--- src/rtl/wb_port_arbiter_if.sv ---
// Register-file write-port bundle: pipeline writeback, long-latency result
// return with ready handshake, issue tracking, and the arbitrated write port.
//
// Handshake: a long-latency result transfers on a rising edge where
// i_lu_valid and o_lu_ready are both high. o_lu_ready depends only on
// registered FIFO occupancy. While i_lu_valid is high and o_lu_ready is low,
// the producer holds i_lu_valid, i_lu_addr and i_lu_data stable.
interface wb_port_arbiter_if #(
  parameter int DATA_W = 32,
  parameter int DEPTH  = 2,
  parameter int CNT_W  = 8
);
  localparam int CNT_F = $clog2(DEPTH) + 1;

  logic              i_wb_valid;
  logic [4:0]        i_wb_addr;
  logic [DATA_W-1:0] i_wb_data;
  logic              i_lu_valid;
  logic [4:0]        i_lu_addr;
  logic [DATA_W-1:0] i_lu_data;
  logic              o_lu_ready;
  logic              i_issue_valid;
  logic [4:0]        i_issue_rd;
  logic [31:0]       o_busy_mask;
  logic              o_rd_wren;
  logic [4:0]        o_rd_addr;
  logic [DATA_W-1:0] o_rd_data;
  logic [CNT_W-1:0]  o_contend_cnt;
  logic [CNT_F-1:0]  o_dbg_count;

  modport master (
    output i_wb_valid, i_wb_addr, i_wb_data,
    output i_lu_valid, i_lu_addr, i_lu_data,
    output i_issue_valid, i_issue_rd,
    input  o_lu_ready, o_busy_mask, o_rd_wren, o_rd_addr, o_rd_data,
    input  o_contend_cnt, o_dbg_count
  );

  modport slave (
    input  i_wb_valid, i_wb_addr, i_wb_data,
    input  i_lu_valid, i_lu_addr, i_lu_data,
    input  i_issue_valid, i_issue_rd,
    output o_lu_ready, o_busy_mask, o_rd_wren, o_rd_addr, o_rd_data,
    output o_contend_cnt, o_dbg_count
  );
endinterface

--- src/rtl/wb_port_arbiter.sv ---
// Shares the register-file write port between pipeline writeback (always wins)
// and long-latency results (bypassed when the port is free and nothing is
// buffered, otherwise queued in order). Tracks registers with outstanding
// long-latency writes so decode can stall on hazards.
module wb_port_arbiter #(
  parameter int DATA_W = 32,
  parameter int DEPTH  = 2,
  parameter int CNT_W  = 8
) (
  input logic             i_clk,
  input logic             i_reset,
  wb_port_arbiter_if.slave bus
);
  localparam int PTR_W = $clog2(DEPTH);
  localparam int CNT_F = PTR_W + 1;
  localparam logic [CNT_F-1:0] FULL_CNT = CNT_F'(DEPTH);

  logic [4:0]        r_fifo_addr [DEPTH];
  logic [DATA_W-1:0] r_fifo_data [DEPTH];
  logic [PTR_W-1:0]  r_wr_ptr;
  logic [PTR_W-1:0]  r_rd_ptr;
  logic [CNT_F-1:0]  r_count;
  logic [31:0]       r_busy;
  logic [CNT_W-1:0]  r_contend;

  logic              w_wb_req;
  logic              w_fifo_ne;
  logic              w_lu_ready;
  logic              w_accept;
  logic              w_own_fifo;
  logic              w_own_bypass;
  logic              w_push;
  logic              w_pop;
  logic              w_contend_inc;
  logic [4:0]        w_lu_port_addr;
  logic [DATA_W-1:0] w_lu_port_data;
  logic [31:0]       w_set_mask;
  logic [31:0]       w_clr_mask;
  logic [31:0]       w_busy_next;

  assign w_wb_req     = bus.i_wb_valid && (bus.i_wb_addr != 5'd0);
  assign w_fifo_ne    = (r_count != '0);
  assign w_lu_ready   = (r_count < FULL_CNT);
  assign w_accept     = bus.i_lu_valid && w_lu_ready;
  assign w_own_fifo   = !w_wb_req && w_fifo_ne;
  // Bypass only with an empty FIFO keeps long-latency results in order.
  assign w_own_bypass = !w_wb_req && !w_fifo_ne && bus.i_lu_valid;
  assign w_push       = w_accept && !w_own_bypass;
  assign w_pop        = w_own_fifo;
  // A long-latency result is waiting only while the pipeline holds the port.
  assign w_contend_inc = w_wb_req && (w_fifo_ne || bus.i_lu_valid);

  // Select which long-latency result (queued head or bypass) could use the port.
  always_comb begin
    w_lu_port_addr = bus.i_lu_addr;
    w_lu_port_data = bus.i_lu_data;
    if (w_fifo_ne) begin
      w_lu_port_addr = r_fifo_addr[r_rd_ptr];
      w_lu_port_data = r_fifo_data[r_rd_ptr];
    end
  end

  // Drive the write port by priority; long-latency results to x0 are consumed silently.
  always_comb begin
    bus.o_rd_wren = 1'b0;
    bus.o_rd_addr = 5'd0;
    bus.o_rd_data = '0;
    if (w_wb_req) begin
      bus.o_rd_wren = 1'b1;
      bus.o_rd_addr = bus.i_wb_addr;
      bus.o_rd_data = bus.i_wb_data;
    end else if (w_own_fifo || w_own_bypass) begin
      bus.o_rd_wren = (w_lu_port_addr != 5'd0);
      bus.o_rd_addr = w_lu_port_addr;
      bus.o_rd_data = w_lu_port_data;
    end
  end

  // Scoreboard next state: clear on long-latency write, set on issue, set wins.
  always_comb begin
    w_set_mask = '0;
    w_clr_mask = '0;
    if (bus.i_issue_valid && (bus.i_issue_rd != 5'd0))
      w_set_mask = 32'd1 << bus.i_issue_rd;
    if (w_own_fifo || w_own_bypass)
      w_clr_mask = 32'd1 << w_lu_port_addr;
    w_busy_next = ((r_busy & ~w_clr_mask) | w_set_mask) & ~32'd1;
  end

  // FIFO storage; contents are don't-care outside the occupied window.
  always_ff @(posedge i_clk) begin
    if (w_push) begin
      r_fifo_addr[r_wr_ptr] <= bus.i_lu_addr;
      r_fifo_data[r_wr_ptr] <= bus.i_lu_data;
    end
  end

  // Pointers, occupancy, scoreboard and contention counter.
  always_ff @(posedge i_clk or negedge i_reset) begin
    if (!i_reset) begin
      r_wr_ptr  <= '0;
      r_rd_ptr  <= '0;
      r_count   <= '0;
      r_busy    <= '0;
      r_contend <= '0;
    end else begin
      if (w_push) r_wr_ptr <= r_wr_ptr + PTR_W'(1);
      if (w_pop)  r_rd_ptr <= r_rd_ptr + PTR_W'(1);
      case ({w_push, w_pop})
        2'b10:   r_count <= r_count + CNT_F'(1);
        2'b01:   r_count <= r_count - CNT_F'(1);
        default: r_count <= r_count;
      endcase
      r_busy <= w_busy_next;
      if (w_contend_inc && (r_contend != '1))
        r_contend <= r_contend + CNT_W'(1);
    end
  end

  assign bus.o_lu_ready    = w_lu_ready;
  assign bus.o_busy_mask   = r_busy;
  assign bus.o_contend_cnt = r_contend;
  assign bus.o_dbg_count   = r_count;
endmodule

--- src/flat_wrapper.sv ---
// flat-port wrapper written by rule: the top's interface ports become plain ports
module wb_port_arbiter_flat 
#(
  parameter int DATA_W = 32,
  parameter int DEPTH  = 2,
  parameter int CNT_W  = 8
)
  (i_clk, i_reset, bus_i_wb_valid, bus_i_wb_addr, bus_i_wb_data, bus_i_lu_valid, bus_i_lu_addr, bus_i_lu_data, bus_i_issue_valid, bus_i_issue_rd, bus_o_lu_ready, bus_o_busy_mask, bus_o_rd_wren, bus_o_rd_addr, bus_o_rd_data, bus_o_contend_cnt, bus_o_dbg_count);
  wb_port_arbiter_if #(.DATA_W(DATA_W), .DEPTH(DEPTH), .CNT_W(CNT_W)) bus_i ();
  input logic i_clk;
  input logic i_reset;
  input wire logic [$bits(bus_i.i_wb_valid)-1:0] bus_i_wb_valid;
  input wire logic [$bits(bus_i.i_wb_addr)-1:0] bus_i_wb_addr;
  input wire logic [$bits(bus_i.i_wb_data)-1:0] bus_i_wb_data;
  input wire logic [$bits(bus_i.i_lu_valid)-1:0] bus_i_lu_valid;
  input wire logic [$bits(bus_i.i_lu_addr)-1:0] bus_i_lu_addr;
  input wire logic [$bits(bus_i.i_lu_data)-1:0] bus_i_lu_data;
  input wire logic [$bits(bus_i.i_issue_valid)-1:0] bus_i_issue_valid;
  input wire logic [$bits(bus_i.i_issue_rd)-1:0] bus_i_issue_rd;
  output wire logic [$bits(bus_i.o_lu_ready)-1:0] bus_o_lu_ready;
  output wire logic [$bits(bus_i.o_busy_mask)-1:0] bus_o_busy_mask;
  output wire logic [$bits(bus_i.o_rd_wren)-1:0] bus_o_rd_wren;
  output wire logic [$bits(bus_i.o_rd_addr)-1:0] bus_o_rd_addr;
  output wire logic [$bits(bus_i.o_rd_data)-1:0] bus_o_rd_data;
  output wire logic [$bits(bus_i.o_contend_cnt)-1:0] bus_o_contend_cnt;
  output wire logic [$bits(bus_i.o_dbg_count)-1:0] bus_o_dbg_count;
  assign bus_i.i_wb_valid = bus_i_wb_valid;
  assign bus_i.i_wb_addr = bus_i_wb_addr;
  assign bus_i.i_wb_data = bus_i_wb_data;
  assign bus_i.i_lu_valid = bus_i_lu_valid;
  assign bus_i.i_lu_addr = bus_i_lu_addr;
  assign bus_i.i_lu_data = bus_i_lu_data;
  assign bus_i.i_issue_valid = bus_i_issue_valid;
  assign bus_i.i_issue_rd = bus_i_issue_rd;
  assign bus_o_lu_ready = bus_i.o_lu_ready;
  assign bus_o_busy_mask = bus_i.o_busy_mask;
  assign bus_o_rd_wren = bus_i.o_rd_wren;
  assign bus_o_rd_addr = bus_i.o_rd_addr;
  assign bus_o_rd_data = bus_i.o_rd_data;
  assign bus_o_contend_cnt = bus_i.o_contend_cnt;
  assign bus_o_dbg_count = bus_i.o_dbg_count;
  wb_port_arbiter #(.DATA_W(DATA_W), .DEPTH(DEPTH), .CNT_W(CNT_W)) u_core (.i_clk(i_clk), .i_reset(i_reset), .bus(bus_i));
endmodule
--- config.mk ---
export PLATFORM = sky130hd
export DESIGN_NAME = wb_port_arbiter_flat
export DESIGN_NICKNAME = d
export VERILOG_FILES = /design/src/rtl/wb_port_arbiter_if.sv /design/src/rtl/wb_port_arbiter.sv /design/src/flat_wrapper.sv
export SDC_FILE = /design/constraint.sdc
export NUM_CORES = 1
export LEC_CHECK = 0
export CAP_MARGIN = 20
export CORE_ASPECT_RATIO = 0.75
export CORE_MARGIN = 2
export CORE_UTILIZATION = 35
export DETAILED_ROUTE_END_ITERATION = 7
export PLACE_DENSITY = 0.69
export SLEW_MARGIN = 20
export SYNTH_ARGS = -nofsm -noshare
export SYNTH_HDL_FRONTEND = slang
export SYNTH_SLANG_ARGS = --single-unit
--- constraint.sdc ---
create_clock -name i_clk -period 2.9 [get_ports i_clk]
set_input_delay 0.29 -clock i_clk [delete_from_list [all_inputs] [get_ports i_clk]]
set_output_delay 0.29 -clock i_clk [all_outputs]
set_load 0.005 [all_outputs]
==> flow_metrics.tcl <==
set metrics [dict create \
    hold_viol 0 \
    clock_latency_ns 0.40 \
    final_cell_mix "clkdlybuf4s50_1, nor2_1, edfxtp_1" \
    hold_path.class "in -> async" \
    yosys.area.top_type_share_pct 38.0 \
    wl_per_cell_um 18.3 \
    cts.sinks 117 \
    synth_seq_cells 117 \
    syn_nets 630 \
    pre_cts_ws_ns 0.0385 \
    diodes 0 \
    cellPowerDensity_nw_per_um2 888 \
    required_ns 2.61 \
    syn_inst 544 \
    drive_above_1_share_pct 9.87 \
    cp.arrival_ns 2.61 \
    grt_max_degree 73 \
    dr.first_iter.drc_count 455 \
    fillers 1410 \
    setup_ws_ns -0.00344 \
    p_leak_nw 3.04 \
    period_needed_ns 2.90 \
    fin_skew_ns 0.00783 \
    numCtsBuffers 17 \
    ys_top_cells_by_area "edfxtp_1, dfrtp_1, mux2i_1" \
    crit_chain "clkdlybuf4s50_1, or3_1, o31ai_4, buf_4, buf_6, nor2_1, a21oi_1, clkdlybuf4s50_1" \
    ys_seq_area_share_pct 56.4 \
    cp_common_cell "clkdlybuf4s50_1" \
    synth_edf_count 74 \
    max_slew_margin_pct 49.7 \
    crit_slowest_cell "clkdlybuf4s50_1" \
    drt-total-wl_um 17000 \
    io_buffers 163 \
    fp.dieArea_um2 17800 \
    core_area_um2 16200 \
    synth_top_area_cell "edfxtp_1" \
    drc 0 \
    post-route-util_pct 51.7 \
    status "complete, but fails checks" \
    grt_pass1_wl_um 25600 \
    ant_nets 0 \
    syn2layout_area_growth_pct 43.1 \
    synth_cell_types 40 \
    initial_core_util_pct 36.2 \
    violations "negative setup slack" \
    netlist_area_um2 5840 \
    grt_usage_pct 18.3 \
    die_w_um 153 \
    min_period_over_period_pct 100 \
    ios 165 \
    synth_flop_cell "edfxtp_1" \
    cp-start-kind "primary input" \
    slew_violations 0 \
    avgSynthCellArea_um2 10.7 \
    hpwl_um 11300 \
    setup_viol 1 \
    rows 40 \
    die_height_um 116 \
    yosysWarnings 0 \
    vdd_drop_max_uv 512 \
    drt-vias-per-instance 5.41 \
    final_common_cell "clkdlybuf4s50_1" \
    clk_pin_slew_ns 0.05 \
    fmax_ghz 0.344 \
    num_vias 5024 \
    clockRootBuffer "clkbuf_16" \
    grt_pass1_vias 4999 \
    grt-ovfl-total 0 \
    critPathKind "in -> out" \
    cp-end-kind "output port" \
    nets 792 \
    max_cap_violations 0 \
    crit_fanout 18 \
    cts_max_level 4 \
    gp_congestion 0.902 \
    cts_tree "done" \
    worst_pin_slew_ns 0.753 \
    postSynth.asyncResetShare_pct 36.8 \
    dr.pass1.iters 5 \
    slowest_delay_ns 0.52 \
    antenna_found_initial 0 \
    cts_buffer_depth 2 \
]
[final timing paths]
check                                             from                     endpoint  slack (ns)  depth (start not counted)
max                                   bus_i_wb_addr[3]            bus_o_rd_data[30]      -0.003                          8
min                                            i_reset  u_core.bus.o_contend_cnt[4]        0.43                          2
max reg2reg                  u_core.bus.o_dbg_count[1]    u_core.bus.o_busy_mask[5]        0.90                          5
min reg2reg                u_core.bus.o_contend_cnt[7]  u_core.bus.o_contend_cnt[7]        0.50                          1
max in group asynchronous                      i_reset    u_core.bus.o_dbg_count[1]        2.02                          2
min in group i_clk                   bus_i_lu_data[11]    u_core.r_fifo_data[1][11]        0.50                          1
[registers in the layout (all words and copies together), names as in the netlist]
register	cells
u_core.r_fifo_addr	10
u_core.r_rd_ptr	1
u_core.r_fifo_data	64
u_core.r_wr_ptr	1
u_core.bus.o_contend_cnt	8
u_core.bus.o_dbg_count	2
u_core.bus.o_busy_mask	31
[cells in the mapped netlist, types with 3 or more instances]
cell,count
o41ai_1,22
mux2i_1,37
nand2b_1,4
nor3_1,9
edfxtp_1,74
o41ai_2,9
nand2_1,42
o21ai_0,36
a31oi_1,32
a21o_1,4
clkbuf_1,21
buf_2,15
buf_1,3
nor2_1,78
nor4_1,5
nand3_1,33
buf_6,3
o31ai_1,3
xor2_1,8
a21oi_1,36
xnor2_1,4
dfrtp_1,43
[through the flow]
stage | hold slack, ns | TNS (ns) | total power [mW] | area, um^2 | std cells
after global routing | 0.469 | -0.0529 | 7.87 | 8370 | 929
after floorplan | -0.00559 | -9.04 | 4.13 | 5840 | 544
after CTS | 0.0944 | 0 | 7.41 | 8260 | 923
final | 0.433 | -0.00344 | 7.43 | 8370 | 929
after detailed placement | 0.490 | 0 | 5.42 | 7700 | 890
after global placement | 0.481 | 0 | 5.35 | 7700 | 890
[final cells by class]
class / count / area, um^2 / share of cell area, %
clock buffer: 27 / 504 / 6.03
clock inverter: 5 / 50.0 / 0.598
inverter: 2 / 7.51 / 0.0897
multi-input combinational: 381 / 2350 / 28.1
sequential: 117 / 3300 / 39.5
tap: 210 / 263 / 3.14
timing repair buffer: 187 / 1890 / 22.6
[cells by family after synthesis]
group           share of synthesized area, %
flops                                   56.4
fa+ha+maj                              0.428
buf+inv                                 3.79
other cells                           0.0642
simple gates                            13.2
mux                                     6.98
compound gates                          17.3
xor+xnor                                1.80
[where the power goes]
part	internal [mW]	switching (mW)
clock network	1.27	0.687
logic	1.43	1.74
registers	2.10	0.199
[layer usage]
layer	global-route usage [%]	routed length [um]	share of wire, %
met5	0	0	0
met4	7.53	429	2.5
met3	5.31	1040	6.1
met2	30.1	8300	49
met1	23.0	7260	43
[worst max-delay path: cells and delay by family]
family	cells	cell delay [ns]
buf+inv	4	1.40
simple gates	2	0.53
compound gates	2	0.41
[what timing repair did]
item | 4_1_cts | 5_1_grt
gates resized for setup | 1 | 2
setup endpoints to repair | 1 | 7
buffers inserted | 1 | 1
cloned | 0 | 2
endpoints found under the hold margin | 0 | 43
hold buffers | 0 | 1
Power figures use the tool's default switching activity.
